[src/rtl/sevenseg_pkg.sv]
// sevenseg_pkg: shared FSM encoding and display constants for the score display path
package sevenseg_pkg;
  typedef enum logic [1:0] {IDLE, CONV, DONE} state_e;
  localparam logic [3:0] BLANK = 4'hF;
  localparam logic [6:0] MAX_SCORE = 7'd99;
endpackage

[src/rtl/bin2bcd_seq.sv]
// bin2bcd_seq: iterative 7-bit binary to two-digit BCD converter, one shift-add-3 step per cycle
// Ports: clk, rst (sync active-low); start_i loads bin_i; done_o is high during the
//        last of the 7 iterations, so tens_o/ones_o hold the result from the next cycle on.
module bin2bcd_seq (
  input  logic       clk,
  input  logic       rst,
  input  logic       start_i,
  input  logic [6:0] bin_i,
  output logic       done_o,
  output logic [3:0] tens_o,
  output logic [3:0] ones_o
);
  logic [14:0] sh_q, sh_d;
  logic [2:0] cnt_q, cnt_d;
  logic busy_q, busy_d;
  logic [3:0] t_adj, o_adj;
  assign done_o = busy_q & (cnt_q == 3'd6);
  assign tens_o = sh_q[14:11];
  assign ones_o = sh_q[10:7];
  always_comb begin
    t_adj = sh_q[14:11] >= 4'd5 ? sh_q[14:11] + 4'd3 : sh_q[14:11];
    o_adj = sh_q[10:7] >= 4'd5 ? sh_q[10:7] + 4'd3 : sh_q[10:7];
    sh_d = start_i ? {8'd0, bin_i} : busy_q ? {t_adj, o_adj, sh_q[6:0]} << 1 : sh_q;
    cnt_d = start_i ? 3'd0 : busy_q ? cnt_q + 3'd1 : cnt_q;
    busy_d = start_i | (busy_q & ~done_o);
  end
  always_ff @(posedge clk)
    if (!rst) begin
      sh_q <= '0;
      cnt_q <= '0;
      busy_q <= 1'b0;
    end else begin
      sh_q <= sh_d;
      cnt_q <= cnt_d;
      busy_q <= busy_d;
    end
endmodule

[src/rtl/score_display_ctrl.sv]
// score_display_ctrl: accepts a score, converts it to BCD and drives a blinking two-digit display
// Ports: clk, rst (sync active-low); score/score_valid/score_ready input handshake;
//        scan_en one-clk multiplexer strobe; d3..d0 digit nibbles (4'hF = blank).
module score_display_ctrl
  import sevenseg_pkg::*;
#(
  parameter int SCAN_DIV = 25000,
  parameter int BLINK_HALF = 1000,
  parameter int BLINK_HALVES = 4
) (
  input  logic       clk,
  input  logic       rst,
  input  logic [6:0] score,
  input  logic       score_valid,
  output logic       score_ready,
  output logic       scan_en,
  output logic [3:0] d3,
  output logic [3:0] d2,
  output logic [3:0] d1,
  output logic [3:0] d0
);
  localparam int SW = SCAN_DIV > 1 ? $clog2(SCAN_DIV) : 1;
  localparam int PW = BLINK_HALF > 1 ? $clog2(BLINK_HALF) : 1;
  localparam int HW = $clog2(BLINK_HALVES + 1);
  state_e state_q, state_d;
  logic [SW-1:0] scan_q, scan_d;
  logic [PW-1:0] pcnt_q, pcnt_d, pcnt_b;
  logic [HW-1:0] half_q, half_d, half_b;
  logic [3:0] tens_q, tens_d, ones_q, ones_d, d1_q, d1_d, d0_q, d0_d, conv_tens, conv_ones;
  logic start, load, conv_done, blank, wrap, adv;
  logic [6:0] sat;
  bin2bcd_seq u_conv (
    .clk(clk),
    .rst(rst),
    .start_i(start),
    .bin_i(sat),
    .done_o(conv_done),
    .tens_o(conv_tens),
    .ones_o(conv_ones)
  );
  always_ff @(posedge clk) state_q <= rst ? state_d : IDLE;
  always_comb
    state_d = state_q == IDLE ? (score_valid ? CONV : IDLE) :
              state_q == CONV ? (conv_done ? DONE : CONV) : IDLE;
  always_comb begin
    score_ready = state_q == IDLE;
    start = score_ready & score_valid;
    load = state_q == DONE;
  end
  assign sat = score > MAX_SCORE ? MAX_SCORE : score;
  assign scan_en = scan_q == SW'(SCAN_DIV - 1);
  assign d3 = BLANK;
  assign d2 = BLANK;
  assign d1 = d1_q;
  assign d0 = d0_q;
  // A DONE restarts the blink from zero before any coincident scan pulse is counted,
  // so that pulse lands in the new sequence. Odd halves are the shown ones.
  always_comb begin
    scan_d = scan_en ? '0 : scan_q + SW'(1);
    half_b = load ? '0 : half_q;
    pcnt_b = load ? '0 : pcnt_q;
    wrap = pcnt_b == PW'(BLINK_HALF - 1);
    adv = scan_en & (half_b < HW'(BLINK_HALVES));
    pcnt_d = adv ? (wrap ? '0 : pcnt_b + PW'(1)) : pcnt_b;
    half_d = (adv & wrap) ? half_b + HW'(1) : half_b;
    blank = (half_q < HW'(BLINK_HALVES)) & ~half_q[0];
    tens_d = load ? conv_tens : tens_q;
    ones_d = load ? conv_ones : ones_q;
    // Fresh digits are shown unblanked for the first cycle after DONE; blanking follows.
    d1_d = load ? (conv_tens == 4'd0 ? BLANK : conv_tens) : ((blank | (tens_q == 4'd0)) ? BLANK : tens_q);
    d0_d = load ? conv_ones : (blank ? BLANK : ones_q);
  end
  always_ff @(posedge clk)
    if (!rst) begin
      scan_q <= '0;
      pcnt_q <= '0;
      half_q <= HW'(BLINK_HALVES);
      tens_q <= '0;
      ones_q <= '0;
      d1_q <= BLANK;
      d0_q <= '0;
    end else begin
      scan_q <= scan_d;
      pcnt_q <= pcnt_d;
      half_q <= half_d;
      tens_q <= tens_d;
      ones_q <= ones_d;
      d1_q <= d1_d;
      d0_q <= d0_d;
    end
endmodule

[config.mk]
export PLATFORM = sky130hd
export DESIGN_NAME = score_display_ctrl
export DESIGN_NICKNAME = d
export VERILOG_FILES = /design/src/rtl/sevenseg_pkg.sv /design/src/rtl/bin2bcd_seq.sv /design/src/rtl/score_display_ctrl.sv
export SDC_FILE = /design/constraint.sdc
export NUM_CORES = 1
export LEC_CHECK = 0
export CELL_PAD_IN_SITES_DETAIL_PLACEMENT = 2
export CELL_PAD_IN_SITES_GLOBAL_PLACEMENT = 2
export CORE_ASPECT_RATIO = 1.5
export CORE_MARGIN = 3
export CORE_UTILIZATION = 34
export CTS_CLUSTER_SIZE = 25
export DETAILED_ROUTE_END_ITERATION = 12
export PLACE_DENSITY = 0.88
export SETUP_SLACK_MARGIN = 0.02
export SLEW_MARGIN = 20
export SYNTH_ARGS = -nofsm -noshare
export SYNTH_HDL_FRONTEND = slang
export SYNTH_SLANG_ARGS = --single-unit
[constraint.sdc]
create_clock -name clk -period 3.1 [get_ports clk]
set_input_delay 0.62 -clock clk [delete_from_list [all_inputs] [get_ports clk]]
set_output_delay 0.62 -clock clk [all_outputs]
set_load 0.05 [all_outputs]
==> results of run 1 <==
[registers in the layout, summed over array words and instances, names as in the netlist, 4 cells and up]
name	flops
d1	4
tens_q	4
u_conv.sh_q	15
pcnt_q	10
scan_q	15
d0	4
ones_q	4
[cells by family after synthesis]
kind of cell / count (synthesis) / synth area share [%]
buf+inv: 31 / 5.102
xor+xnor: 27 / 8.171
flops: 65 / 44.96
mux: 17 / 5.880
fa+ha+maj: 9 / 3.891
simple gates: 143 / 23.78
compound gates: 41 / 8.085
other cells: 1 / 0.1296
[critical path, cell delays in order (launching register included)]
cell and delay (ns):
sky130_fd_sc_hd__dfxtp_1 0.35, sky130_fd_sc_hd__ha_1 0.23, sky130_fd_sc_hd__and4bb_2 0.26, sky130_fd_sc_hd__nand4_2 0.12
sky130_fd_sc_hd__inv_1 0.20, sky130_fd_sc_hd__dlymetal6s2s_1 0.45
[cell type report]
class / count / area, µm²
Fill cell: 905 / 4690
Multi-Input combinational cell: 245 / 1471
Sequential cell: 65 / 1301
Clock buffer: 12 / 256.5
Timing Repair Buffer: 24 / 230.2
Tap cell: 105 / 131.4
Clock inverter: 3 / 40.04
Inverter: 10 / 37.54
[per-layer routing]
layer / global-route usage, % / share of wire [%] / vias up / wire length [µm]
met3: 4.614 / 2.6 / 11 / 220
li1: - / - / 1147 / -
met2: 37.24 / 59 / 44 / 5015
met4: 7.188 / 1.6 / 0 / 137
met5: 0 / 0 / - / 0
met1: 19.80 / 37 / 1249 / 3150
[metrics by stage]
step / power, W / util [%] / worst slack (ns)
detailed placement: 0.0009902 / 38.85 / 0.4671
CTS: 0.002019 / 42.48 / 0.09935
finish: 0.001999 / 42.52 / 0.5296
floorplan: 0.0009636 / - / 0.9015
global route: 0.002071 / 42.52 / 0.3647
global placement: 0.0009854 / 38.85 / 0.5466
[placed cells by master, fill, tap and decap left out, drive strengths merged, types with 2 or more instances in the layout]
cell	Yosys	final
nand2b	4	4
inv	10	10
xnor2	12	12
conb	1	8
o21ai	17	17
or3	2	2
nor3	6	6
ha	9	9
and3	6	6
clkdlybuf4s50	0	18
nor2b	2	2
a31oi	3	3
nand2	38	38
clkinv	0	2
nor2	51	51
nand4	4	4
o211ai	2	2
and2	7	7
mux2i	17	17
a211oi	4	4
nand3	15	15
xor2	15	15
or4	2	2
buf	11	5
dfxtp	65	65
a21oi	12	12
clkbuf	10	12
[how the worst max path moves through the flow]
stage                from   endpoint  depth (start not counted)
2_1_floorplan  state_q[0]  half_q[0]                         10
3_3_place_gp    scan_q[0]    scan_en                          5
3_5_place_dp    scan_q[0]    scan_en                          5
4_1_cts         scan_q[0]    scan_en                          5
5_1_grt         scan_q[0]    scan_en                          5
6_report        scan_q[0]    scan_en                          5
[timing repair]
item | in CTS | in global routing
endpoints found under the hold margin | 0 | 0
endpoints found under the setup margin | 0 | 1
gates resized for setup | 0 | 1
hold buffers | 0 | 0
[power breakdown]
part           switching [W]  internal [W]
clock network       0.000365      0.000659
logic              0.0000763     0.0000363
registers          0.0000129      0.000850
total               0.000454       0.00155
==> metrics.md, run 1 <==
| Metric | Value |
|---|---|
| Vertical die dimension | between 100 and 150 µm |
| Number of global-route vias before repair | ~2700 |
| Overall die width | 81.33 µm |
| Worst Skew | 0.003910 ns |
| Final GP Congestion | 0.8000 |
| Final nets | between 300 and 400 |
| Final Non-Filler Cells | 464 |
| Area Growth Syn to Fin | 19.84% |
| Worst R2R Setup Slack | about 0.85 ns |
| Yosys top cell by area | sky130_fd_sc_hd__dfxtp_1 |
| Critical-path maximum fanout | 6 |
| Final HPWL DP | 5512 µm |
| Dominant cells by area after synthesis | sky130_fd_sc_hd__dfxtp_1 (45%), sky130_fd_sc_hd__nor2_1 (6.5%), sky130_fd_sc_hd__mux2i_1 (5.9%), sky130_fd_sc_hd__nand2_1 (4.9%), sky130_fd_sc_hd__xor2_1 (4.5%) |
| Data arrival time of the worst path | 1.95 ns |
| Total routed wirelength | approximately 8500 µm |
| Post-Synthesis Cells | 334 |
| Setup Crit Path Kind | flop to output pin |
| Slew of the pin with the lowest slew margin | ~0.78 ns |
| Clock buffers created by TritonCTS | 9 |
| Core footprint | ~0.0082 mm² |
| Routed Antenna Nets | 0 |
| Number of buffers inserted to repair setup after CTS | 0 |
| FFs w/ async S/R, synth | 0% |
| Outcome | completed |
| Antenna violations before repair | 0 |
| Most frequently used cell type in the post-synthesis netlist | sky130_fd_sc_hd__dfxtp_1 |
| Number of H-tree levels | 3 |
| Total negative setup slack | 0 ns |
| Data required time of the worst path | between 2 and 2.5 ns |
| Post-Route Hold Slack | approximately 0.45 ns |
| Share of the clock period used by the worst path after layout | around 83% |
| Worst min-delay path class | flop to flop |
| IO Pins | 28 |
| Worst Setup End Kind | output pin |
| Iter 0 DRT Violations | approximately 110 |
| Cell area after synthesis | 0.002894 mm² |
| Reported max-cap violation count | 0 |
| Startpoint types | flop |
| Initial core utilization | 35.48% |
| CTS root buffer | sky130_fd_sc_hd__clkbuf_16 |
| Cell area after placement | 0.003169 mm² |
| Number of cells in the design after placement | 449 |
| TritonCTS clock tree | built |
| Sequential area share after synthesis | 44.96% |
| Finish-stage setup viols | 0 |
| Wire length of the first global-routing pass | 14460 µm |
| Total of flip-flops plus latches after synthesis | 65 |
| Mean instance size in the synthesized netlist | 8.665 µm² |
| Hold Violations, Final | 0 |
| Later-pin clock latency in the skew report | 0.33 ns |
| Most instantiated flip-flop cell in the synthesis netlist | sky130_fd_sc_hd__dfxtp_1 |
| Maximum VDD drop | ~0.64 mV |
| Count of buffers inserted at the top-level ports | 19 |
| Row count | 40 |
| Clock Sinks | 65 |
| Detailed-route via count | 2451 |
| Detailed-route vias per instance | 5.282 |
| Startpoint of the worst hold path | scan_q[0] |
| Maximum count of clock buffers along a single path | 2 |
| Origin of the critical flop-to-flop path | scan_q[0] |
| Global Route Usage Sum | 19.62% |
| Number of synthesized flops with an enable pin | 0 |
| Min-Delay Path Depth | 1 |
| Synth cell count leaders | sky130_fd_sc_hd__dfxtp_1 (65), sky130_fd_sc_hd__nor2_1 (50), sky130_fd_sc_hd__nand2_1 (38), sky130_fd_sc_hd__mux2i_1 (17), sky130_fd_sc_hd__o21ai_0 (17) |
| Unique cell type count in the Yosys netlist | 40 |
| Hold Crit Endpoint | scan_q[0] |
| Total Die Area | about 0.0097 mm² |
| Share of cells above drive strength 1 | between 6 and 7% |
| Global route total overflow | 0 |
| Warning count from the yosys run | 0 |
| Drt drc | 0 |
| Ant. Diodes | 0 |
| Relative slew slack | about half |
| Total leakage power | 1.374 nW |
| Clock transition at path regs | about 0.05 ns |
| Max Transition Viols Final | 0 |
| Pwr per Cell Area | approximately 580 mW/mm² |
| Proportion of netlist area held by the largest area contributor | 44.96% |
| Fmax | 389.1 MHz |
| Reg2Reg Depth | 7 |
| Endpoint of the most critical register-to-register path | half_q[1] |
| Routed wirelength normalized by instance count | around 18 µm |
| Time the final worst path needs with I/O delays and setup | 2.570 ns |
| Maximum number of pins on one net before global-route repair | 25 |
| Final design area excluding fillers | ~0.0035 mm² |
| Unrepaired setup endpoints after global routing | no |
| Detailed-router iteration count before antenna repair | 4 |
No activity file was read; power rests on OpenSTA's default activity.
==> run 2: changes to the inputs <==
--- a/config.mk
+++ b/config.mk
@@ -9,10 +9,10 @@
 export CELL_PAD_IN_SITES_GLOBAL_PLACEMENT = 2
 export CORE_ASPECT_RATIO = 1.5
 export CORE_MARGIN = 3
-export CORE_UTILIZATION = 34
+export CORE_UTILIZATION = 31
 export CTS_CLUSTER_SIZE = 25
 export DETAILED_ROUTE_END_ITERATION = 12
-export PLACE_DENSITY = 0.88
+export PLACE_DENSITY = 0.85
 export SETUP_SLACK_MARGIN = 0.02
 export SLEW_MARGIN = 20
 export SYNTH_ARGS = -nofsm -noshare
==> constraint.sdc (replaced) <==
create_clock -name clk -period 2.1 [get_ports clk]
set_input_delay 0.42 -clock clk [delete_from_list [all_inputs] [get_ports clk]]
set_output_delay 0.42 -clock clk [all_outputs]
set_load 0.05 [all_outputs]
==> run 2 against run 1 <==
Register-to-register slack worse by 0.64 ns; hold slack worse by 0.020 ns; wire length down 4.7%; largest power group unchanged; highest routed layer unchanged.
==> metrics.md, run 2 (same netlist as run 1, synthesis figures left out) <==
| Metric | Value |
|---|---|
| Finish-stage setup viols | 0 (unchanged) |
| Global route total overflow | 0 (unchanged) |
| Reported max-cap violation count | 0 (unchanged) |
| Final HPWL DP | 5730 µm (was 5512 µm) |
| Outcome | completed (unchanged) |
| TritonCTS clock tree | built (unchanged) |
| Met3 layer usage reported by global route | 3.375% (was 4.614%) |
| Clock Sinks | 65 (unchanged) |
| Total negative setup slack | 0 ns (unchanged) |
| Initial core utilization | 32.21% (was 35.48%) |
| Most heavily used metal layer in global routing | met2 (unchanged) |
| Data arrival time of the worst path | 1.61 ns (was 1.95 ns) |
| Row count | 42 (was 40) |
| Wire length of the first global-routing pass | 13810 µm (was 14460 µm) |
| Unrepaired setup endpoints after global routing | yes (was no) |
| Routed wirelength normalized by instance count | 17.00 µm (was 18.37 µm) |
| Number of cells in the design after placement | 462 (was 449) |
| Series of cell instances along the critical path | ha_1, and4bb_2, nand4_2, buf_4, inv_2, buf_12 (was ha_1, and4bb_2, nand4_2, inv_1, dlymetal6s2s_1) |
| Ant. Diodes | 0 (unchanged) |
| Fmax | 492.8 MHz |
| Global Route Usage Sum | 16.60% (was 19.62%) |
| Clock transition at path regs | 0.05 ns (about the same) |
| Detailed-router iteration count before antenna repair | 4 (unchanged) |
| Met2 track demand over resource | 31.61% (was 37.24%) |
| Final standard cell utilization of the core | 39.72% (was 42.52%) |
| Worst Setup End Kind | output pin (unchanged) |
| Later-pin clock latency in the skew report | 0.34 ns (was 0.33 ns) |
| Routed Antenna Nets | 0 (unchanged) |
| Delay of the slowest critical-path stage | 0.35 ns (was 0.45 ns) |
| Total Die Area | 0.01055 mm² (was 0.009678 mm²) |
| Final nets | 382 (was 374) |
| Maximum number of pins on one net before global-route repair | 19 (was 25) |
| Delay-heaviest family, CP | buffers and inverters (unchanged) |
| Registers with the most flip-flops | scan_q (15), u_conv.sh_q (15), pcnt_q (10) (unchanged) |
| Minimum setup slack after placement | 0.1793 ns (was 0.4671 ns) |
| Count of buffers inserted at the top-level ports | 19 (unchanged) |
| Hold Violations, Final | 0 (unchanged) |
| Maximum VDD drop | 0.4545 mV (was 0.6439 mV) |
| Time the final worst path needs with I/O delays and setup | 2.029 ns |
| Worst Skew | 0.007540 ns (was 0.003910 ns) |
| Detailed-route vias per instance | 5.038 (was 5.282) |
| Relative slew slack | 66.07% (was 48.02%) |
| Met1 routing resource usage after global routing | 15.81% (was 19.80%) |
| Buffers plus inverters on the worst setup path | 3 (was 2) |
| Data required time of the worst path | 1.68 ns (was 2.48 ns) |
| Highest-count cells in the layout ignoring fill and taps | sky130_fd_sc_hd__dfxtp_1 (64), sky130_fd_sc_hd__nor2_1 (50), sky130_fd_sc_hd__nand2_1 (38) (was sky130_fd_sc_hd__dfxtp_1 (65), sky130_fd_sc_hd__nor2_1 (50), sky130_fd_sc_hd__nand2_1 (38), sky130_fd_sc_hd__clkdlybuf4s50_1 (18)) |
| Pwr per Cell Area | 863.0 mW/mm² (was 576.5 mW/mm²) |
| Critical-path maximum fanout | 6 (unchanged) |
| Antenna violations before repair | 0 (unchanged) |
| CTS root buffer | sky130_fd_sc_hd__clkbuf_16 (unchanged) |
| IO Pins | 28 (unchanged) |
| Overall die width | 84.89 µm (was 81.33 µm) |
| Drt drc | 0 (unchanged) |
| Maximum count of clock buffers along a single path | 2 (unchanged) |
| Worst min-delay path class | flop to flop (unchanged) |
| Minimum setup slack in the final design | 0.07097 ns (was 0.5296 ns) |
| Area Growth Syn to Fin | 23.35% (was 19.84%) |
| Number of buffers inserted to repair setup after CTS | 0 (unchanged) |
| Startpoint types | flop (unchanged) |
| Setup Crit Path Kind | flop to output pin (unchanged) |
| Final Non-Filler Cells | 478 (was 464) |
| Commonest non-fill, non-tap cell in the layout | sky130_fd_sc_hd__dfxtp_1 (unchanged) |
| Core footprint | 0.008986 mm² (was 0.008158 mm²) |
| Share of cells above drive strength 1 | 10.60% (was 6.964%) |
| Max Transition Viols Final | 0 (unchanged) |
| Vertical die dimension | 124.3 µm (was 119.0 µm) |
| Number of H-tree levels | 3 (unchanged) |
| Total leakage power | 1.411 nW (was 1.374 nW) |
| Total routed wirelength | 8126 µm (was 8524 µm) |
| Detailed-route via count | 2408 (was 2451) |
| Final GP Congestion | 0.8184 (was 0.8000) |
| Clock buffers created by TritonCTS | 9 (unchanged) |
| Iter 0 DRT Violations | 47 (was 107) |
| Share of the clock period used by the worst path after layout | a little over nine tenths |
| Number of global-route vias before repair | 2820 (was 2740) |
| Slew of the pin with the lowest slew margin | 0.5051 ns (was 0.7789 ns) |
| Cell with the largest stage delay on the worst path | sky130_fd_sc_hd__dfxtp_1 (was sky130_fd_sc_hd__dlymetal6s2s_1) |
## run 2: worst paths after layout
check,startpoint,endpoint,slack (ns),depth (start not counted)
setup / recovery,scan_q[1],scan_en,0.07,6
hold / removal,scan_q[0],scan_q[0],0.43,1
setup reg to reg,state_q[0],pcnt_q[9],0.21,7
hold reg to reg,scan_q[0],scan_q[0],0.43,1
## run 2: final cells by class
cell class / instances / area, µm²
Fill cell: 985 / 5416
Multi-Input combinational cell: 245 / 1475
Sequential cell: 65 / 1303
Timing Repair Buffer: 32 / 295.3
Clock buffer: 11 / 242.7
Tap cell: 110 / 137.6
Clock inverter: 5 / 78.83
Inverter: 10 / 37.54
## run 2: repair_timing
item,CTS,global route
hold buffers,0,0
gates resized for setup,1,2
endpoints found under the setup margin,1,13
## run 2: power by group
group          internal (W)  total, W  switching, W
Sequential          0.00126   0.00127     0.0000186
Clock               0.00107   0.00163      0.000563
Combinational     0.0000609  0.000174      0.000113
## run 2: routing by layer
metal  vias to the layer above  routed length (µm)
li1                       1160                   -
met1                      1182                2842
met2                        40                4771
met3                        26                 188
met4                         0                 323
met5                         -                   0
## run 2: through the flow
stage / cell area [µm²] / hold WS (ns) / total power, W
floorplan: 2925 / 0.4179 / 0.001422
global placement: 3243 / 0.4303 / 0.001463
detailed placement: 3243 / 0.4550 / 0.001472
CTS: 3565 / 0.4754 / 0.003120
global route: 3570 / 0.4488 / 0.003183
finish: 3570 / 0.4318 / 0.003081
==> run 3: changes to the inputs <==
--- a/config.mk
+++ b/config.mk
@@ -9,10 +9,10 @@
 export CELL_PAD_IN_SITES_GLOBAL_PLACEMENT = 2
 export CORE_ASPECT_RATIO = 1.5
 export CORE_MARGIN = 3
-export CORE_UTILIZATION = 31
+export CORE_UTILIZATION = 37
 export CTS_CLUSTER_SIZE = 25
 export DETAILED_ROUTE_END_ITERATION = 12
-export PLACE_DENSITY = 0.85
+export PLACE_DENSITY = 0.94
 export SETUP_SLACK_MARGIN = 0.02
 export SLEW_MARGIN = 20
 export SYNTH_ARGS = -nofsm -noshare
==> constraint.sdc (replaced) <==
create_clock -name clk -period 2.44 [get_ports clk]
set_input_delay 0.488 -clock clk [delete_from_list [all_inputs] [get_ports clk]]
set_output_delay 0.488 -clock clk [all_outputs]
set_load 0.05 [all_outputs]
==> run 3 against run 2 <==
First-iteration DRC count increased by 81%; cell area decreased by 5.8%; setup slack improved by 0.12 ns; die area decreased by 15%; wire length decreased by 3.3%; hold slack improved by 0.028 ns; sequential cell count unchanged; utilization increased by 5.6 points; count of clock-buffer cells in the layout increased by 2; largest power group is now registers.
==> metrics.md, run 3 (same netlist as run 1, synthesis figures left out) <==
| Metric | Value |
|---|---|
| Detailed-route via count | 2374 (was 2408) |
| Number of global-route vias before repair | 2714 (was 2820) |
| Highest-count cells in the layout ignoring fill and taps | sky130_fd_sc_hd__dfxtp_1 (65), sky130_fd_sc_hd__nor2_1 (50), sky130_fd_sc_hd__nand2_1 (38), sky130_fd_sc_hd__clkdlybuf4s50_1 (18) (was sky130_fd_sc_hd__dfxtp_1 (64), sky130_fd_sc_hd__nor2_1 (50), sky130_fd_sc_hd__nand2_1 (38)) |
| Time the final worst path needs with I/O delays and setup | 2.245 ns |
| Startpoint types | flop (unchanged) |
| Area Growth Syn to Fin | 16.17% (was 23.35%) |
| Ant. Diodes | 0 (unchanged) |
| Max Transition Viols Final | 0 (unchanged) |
| Power share of the clock group | 42.1% (was 53.0%) |
| Final GP Congestion | 0.8171 (was 0.8184) |
| Worst min-delay path class | flop to flop (unchanged) |
| Share of cells above drive strength 1 | 7.222% (was 10.60%) |
| Finish-stage setup viols | 0 (unchanged) |
| Worst Setup End Kind | output pin (unchanged) |
| Count of buffers inserted at the top-level ports | 19 (unchanged) |
| Data arrival time of the worst path | 1.76 ns (was 1.61 ns) |
| Reported max-cap violation count | 0 (unchanged) |
| Initial core utilization | 39.02% (was 32.21%) |
| Comb pwr share | 6.7% (was 5.7%) |
| Global Route Usage Sum | 19.34% (was 16.60%) |
| Post-CTS Hold Buffers | 0 (unchanged) |
| Total Die Area | 0.008941 mm² (was 0.01055 mm²) |
| Commonest non-fill, non-tap cell in the layout | sky130_fd_sc_hd__dfxtp_1 (unchanged) |
| Delay of the slowest critical-path stage | 0.85 ns (was 0.35 ns) |
| Setup Crit Path Kind | flop to output pin (unchanged) |
| Cell with the largest stage delay on the worst path | sky130_fd_sc_hd__clkdlybuf4s50_1 (was sky130_fd_sc_hd__dfxtp_1) |
| Maximum count of clock buffers along a single path | 2 (unchanged) |
| Clock Sinks | 65 (unchanged) |
| Later-pin clock latency in the skew report | 0.34 ns (about the same) |
| Minimum setup slack after placement | 0.3393 ns (was 0.1793 ns) |
| Minimum setup slack in the final design | 0.1945 ns (was 0.07097 ns) |
| Total leakage power | 1.307 nW (was 1.411 nW) |
| Maximum VDD drop | 0.4385 mV (was 0.4545 mV) |
| Switching share of total power | 24.10% (was 22.57%) |
| Iter 0 DRT Violations | 85 (was 47) |
| Switch Pwr | 0.0005156 W (was 0.0006952 W) |
| IO Pins | 28 (unchanged) |
| Core footprint | 0.007417 mm² (was 0.008986 mm²) |
| Worst Skew | 0.01044 ns (was 0.007540 ns) |
| Vertical die dimension | 114.3 µm (was 124.3 µm) |
| Slew of the pin with the lowest slew margin | 0.5756 ns (was 0.5051 ns) |
| Wire length of the first global-routing pass | 13370 µm (was 13810 µm) |
| Drt drc | 0 (unchanged) |
| Clock buffers created by TritonCTS | 9 (unchanged) |
| Fill count | 868 (was 985) |
| Total routed wirelength | 7860 µm (was 8126 µm) |
| Final nets | 374 (was 382) |
| Sequential fraction of design power | 51.3% (was 41.4%) |
| CTS root buffer | sky130_fd_sc_hd__clkbuf_8 (was sky130_fd_sc_hd__clkbuf_16) |
| Antenna violations before repair | 0 (unchanged) |
| Total negative setup slack | 0 ns (unchanged) |
| Critical-path maximum fanout | 5 (was 6) |
| TritonCTS clock tree | built (unchanged) |
| Detailed-router iteration count before antenna repair | 4 (unchanged) |
| Relative slew slack | 61.59% (was 66.07%) |
| Pwr per Cell Area | 636.4 mW/mm² (was 863.0 mW/mm²) |
| Row count | 38 (was 42) |
| Power Internal | 0.001624 W (was 0.002385 W) |
| Unrepaired setup endpoints after global routing | no (was yes) |
| Outcome | completed (unchanged) |
| Routed Antenna Nets | 0 (unchanged) |
| Number of H-tree levels | 3 (unchanged) |
| Share of the clock period used by the worst path after layout | between 90 and 100% |
| Routed wirelength normalized by instance count | 17.09 µm (was 17.00 µm) |
| Detailed-route vias per instance | 5.161 (was 5.038) |
| Clock transition at path regs | 0.07 ns (was 0.05 ns) |
| Series of cell instances along the critical path | nor2_1, clkdlybuf4s50_1 (was ha_1, and4bb_2, nand4_2, buf_4, inv_2, buf_12) |
| Overall die width | 78.21 µm (was 84.89 µm) |
| Registers with the most flip-flops | scan_q (15), u_conv.sh_q (15), pcnt_q (10) (unchanged) |
| Final standard cell utilization of the core | 45.33% (was 39.72%) |
| Data required time of the worst path | 1.95 ns (was 1.68 ns) |
| Final HPWL DP | 5756 µm (was 5730 µm) |
| Hold Violations, Final | 0 (unchanged) |
| Global route total overflow | 0 (unchanged) |
| Fmax | 445.3 MHz |
| Maximum number of pins on one net before global-route repair | 19 (unchanged) |
## run 3: cell count changes in the layout (fill, tap and decap cells not counted)
cell,delta
sky130_fd_sc_hd__clkinv_4,-1
sky130_fd_sc_hd__or4_4,-1
sky130_fd_sc_hd__clkbuf_8,+9
sky130_fd_sc_hd__clkdlybuf4s50_1,+1
sky130_fd_sc_hd__or4_1,+1
sky130_fd_sc_hd__dfxtp_2,-1
sky130_fd_sc_hd__clkbuf_1,+2
sky130_fd_sc_hd__bufinv_16,-1
sky130_fd_sc_hd__buf_4,-9
sky130_fd_sc_hd__dfxtp_1,+1
sky130_fd_sc_hd__clkbuf_16,-9
## run 3: power groups by stage
| stage | logic (W) | clock network, W | registers [W] |
|---|---|---|---|
| 3_3_place_gp | 0.000134 | 0 | 0.00112 |
| 6_report | 0.000143 | 0.000900 | 0.00110 |
| 4_1_cts | 0.000144 | 0.000931 | 0.00110 |
| 5_1_grt | 0.000158 | 0.000978 | 0.00110 |
| 3_5_place_dp | 0.000140 | 0 | 0.00112 |
| 2_1_floorplan | 0.000112 | 0 | 0.00111 |
## run 3: through the flow
stage | total power, W | cell area [µm²] | std cells | hold slack (ns)
global route | 0.002235 | 3362 | 460 | 0.4895
finish | 0.002139 | 3362 | 460 | 0.4601
global placement | 0.001252 | 3173 | 444 | 0.4304
floorplan | 0.001224 | 2920 | 341 | 0.4179
CTS | 0.002172 | 3362 | 460 | 0.4575
detailed placement | 0.001261 | 3173 | 444 | 0.4457
## run 3: path summary, 6_finish.rpt
path | from | endpoint | slack [ns] | cells past startpoint
setup / recovery | state_q[1] | score_ready | 0.19 | 2
hold / removal | scan_q[0] | scan_q[0] | 0.46 | 1
setup reg to reg | scan_q[0] | pcnt_q[8] | 0.31 | 6
hold reg to reg | scan_q[0] | scan_q[0] | 0.46 | 1
## run 3: cell type report
class | instances | area [µm²] | share of cell area [%]
clock buffers | 13 | 148.9 | 4.429
repair buffers | 24 | 237.7 | 7.071
multi-input cells | 245 | 1471 | 43.77
well taps | 100 | 125.1 | 3.722
inverters | 10 | 37.54 | 1.116
flip-flops and latches | 65 | 1301 | 38.70
clock inverters | 3 | 40.04 | 1.191
## run 3: critical path, delay by kind of cell, from the launching register on
kind / cells / cell delay, ns
buffers and inverters: 1 / 0.85
DFF: 1 / 0.35
and+or+nand+nor: 1 / 0.21
## run 3: metal layers
metal	vias up	wire length [µm]	global-route usage, %
li1	1145	-	-
met1	1169	2840	18.46
met2	34	4542	37.76
met3	26	195	4.488
met4	0	282	9.685
met5	-	0	0
## run 3: repair_timing
item,CTS,global route
gates resized for setup,0,1
buffers inserted,0,0
endpoints found under the setup margin,0,1
==> variant 1: new RTL, flow settings as in run 1 <==
The parameter `BLINK_HALF` goes from 1000 to 250.
--- a/src/rtl/score_display_ctrl.sv
+++ b/src/rtl/score_display_ctrl.sv
@@ -5,7 +5,7 @@
   import sevenseg_pkg::*;
 #(
   parameter int SCAN_DIV = 25000,
-  parameter int BLINK_HALF = 1000,
+  parameter int BLINK_HALF = 250,
   parameter int BLINK_HALVES = 4
 ) (
   input  logic       clk,
Check against the original RTL: same outputs for any inputs over 10 cycles, from zero or initial values and one cycle with rst low; that may be too few to reach the edited logic, so the function may still have changed.
==> variant 1 against run 1 <==
  * Sequential share of layout area down 0.38 points
  * Total power shrank 0.62%
  * Sequential cell count is 2 lower
  * Final cell count is 2.2% lower
  * Routed wire length fell by 9.7%
  * Critical path type unchanged
  * Critical path depth is 1 lower
  * Area after synthesis down 1.3%
  * Worst setup slack got worse by 70 ps
  * Synthesized cell count is 1.8% lower
  * Final area down 2.0%
==> variant 1: results (changes against run 1) <==
[status]
outcome=complete, no violations

[setup_path]
ff2ff_setup_slack_ps=980  ; +130 ps
crit_arrival_ps=2020  ; +70 ps
crit_fanout=13  ; +7
reg2reg_depth=9  ; +2
cpLargestDelayFamily=simple AND/OR/NAND/NOR gates
r2r_start=state_q[0]$_SDFF_PN0_

[hold_path]
holdPathStages=2  ; +1
min_from=tens_q[0]$_SDFFE_PN0P_
min_to=tens_q[0]$_SDFFE_PN0P_

[finish]
fill_cells=910  ; +0.55%
reg.largest.list=scan_q x15, u_conv.sh_q x15, pcnt_q x8
nets=363  ; -2.9%
drive_gt1_share_pct=6.590  ; -0.37 points
final_cells=454  ; -2.2%

[place]
dp.cells=438  ; -2.4%
gp_congestion=0.7194  ; -10%
post_dp_cell_area_sq_mm=0.003085  ; -2.6%
dp_hpwl_mm=5.112  ; -7.3%

[synth]
synth_commonest_cells=dfxtp_1 (63), nor2_1 (45), nand2_1 (33), o21ai_0 (19), mux2i_1 (16)
yosysSeqAreaShare_pct=44.13  ; -0.83 points
syn_area_per_cell_sq_um=8.713  ; +0.55%
synth.area.top_cells=dfxtp_1 (44%), nor2_1 (5.9%), mux2i_1 (5.6%)
ys_types=43  ; +7.5%

[route]
vias=2333  ; -4.8%
post_drt_wl_per_cell_microns=16.96  ; -7.7%
drt-initial-drc-count=89  ; -17%

[global_route]
grt_pass1_wl_mm=12.93  ; -11%
grt_max_degree=26  ; +4.0%
grt_use_total_pct=17.77  ; -1.8 points
grt_pass1_vias=2658  ; -3.0%

[power]
irDropWorstVdd_uv=277.6  ; -57%
seqPwrFrac_pct=42.7  ; -0.5 points
p_seq_uw=848  ; -2%
power_frac_clock_pct=52.3  ; +1.1 points
p_leak_uw=0.001328  ; -3.3%

[clock_tree]
cts-htree-levels=3  ; unchanged

[timing]
skew_ps=5.538  ; +1.627 ps

[variant 1: cell type report]
class | count | area, sq um | area share (%)
repair buffers | 20 | 200.2 | 5.889
inverters | 10 | 37.54 | 1.104
multi-input cells | 240 | 1458 | 42.88
clock buffers | 13 | 270.3 | 7.950
well taps | 105 | 131.4 | 3.865
flip-flops and latches | 63 | 1262 | 37.14
clock inverters | 3 | 40.04 | 1.178
[variant 1: per-layer routing]
metal	track usage, %	vias up	wire, microns
met1	18.96	1145	3058
met2	30.81	43	4131
met3	5.412	17	270
met4	8.668	0	239
li1	-	1128	-
met5	0	-	0
[variant 1: worst max-delay path by stage]
stage                                        end  slack [ps]             startpoint  cells past startpoint
floorplan           u_conv.cnt_q[0]$_SDFFE_PP0P_        1170  state_q[1]$_SDFF_PP0_                      5
global placement                         scan_en         530   scan_q[0]$_SDFF_PP0_                      4
detailed placement                       scan_en         460   scan_q[0]$_SDFF_PP0_                      4
CTS                                      scan_en          60   scan_q[0]$_SDFF_PP0_                      4
global route                             scan_en         370   scan_q[0]$_SDFF_PP0_                      4
finish                                   scan_en         460   scan_q[0]$_SDFF_PP0_                      4
[variant 1: through the flow]
| stage | setup WS [ps] | hold WS (ps) |
|---|---|---|
| 5_1_grt | 366.9 | 510.3 |
| 6_report | 460.1 | 487.5 |
| 3_3_place_gp | 526.8 | 443.9 |
| 2_1_floorplan | 1173 | 430.2 |
| 3_5_place_dp | 457.1 | 476.8 |
| 4_1_cts | 64.52 | 490.6 |
[variant 1: logic make-up after synthesis]
group	share of synthesized area, %
xor+xnor	6.742
other cells	0.1312
flops	44.13
fa+ha+maj	3.941
simple gates	24.17
buf+inv	5.779
mux	5.998
compound gates	9.107
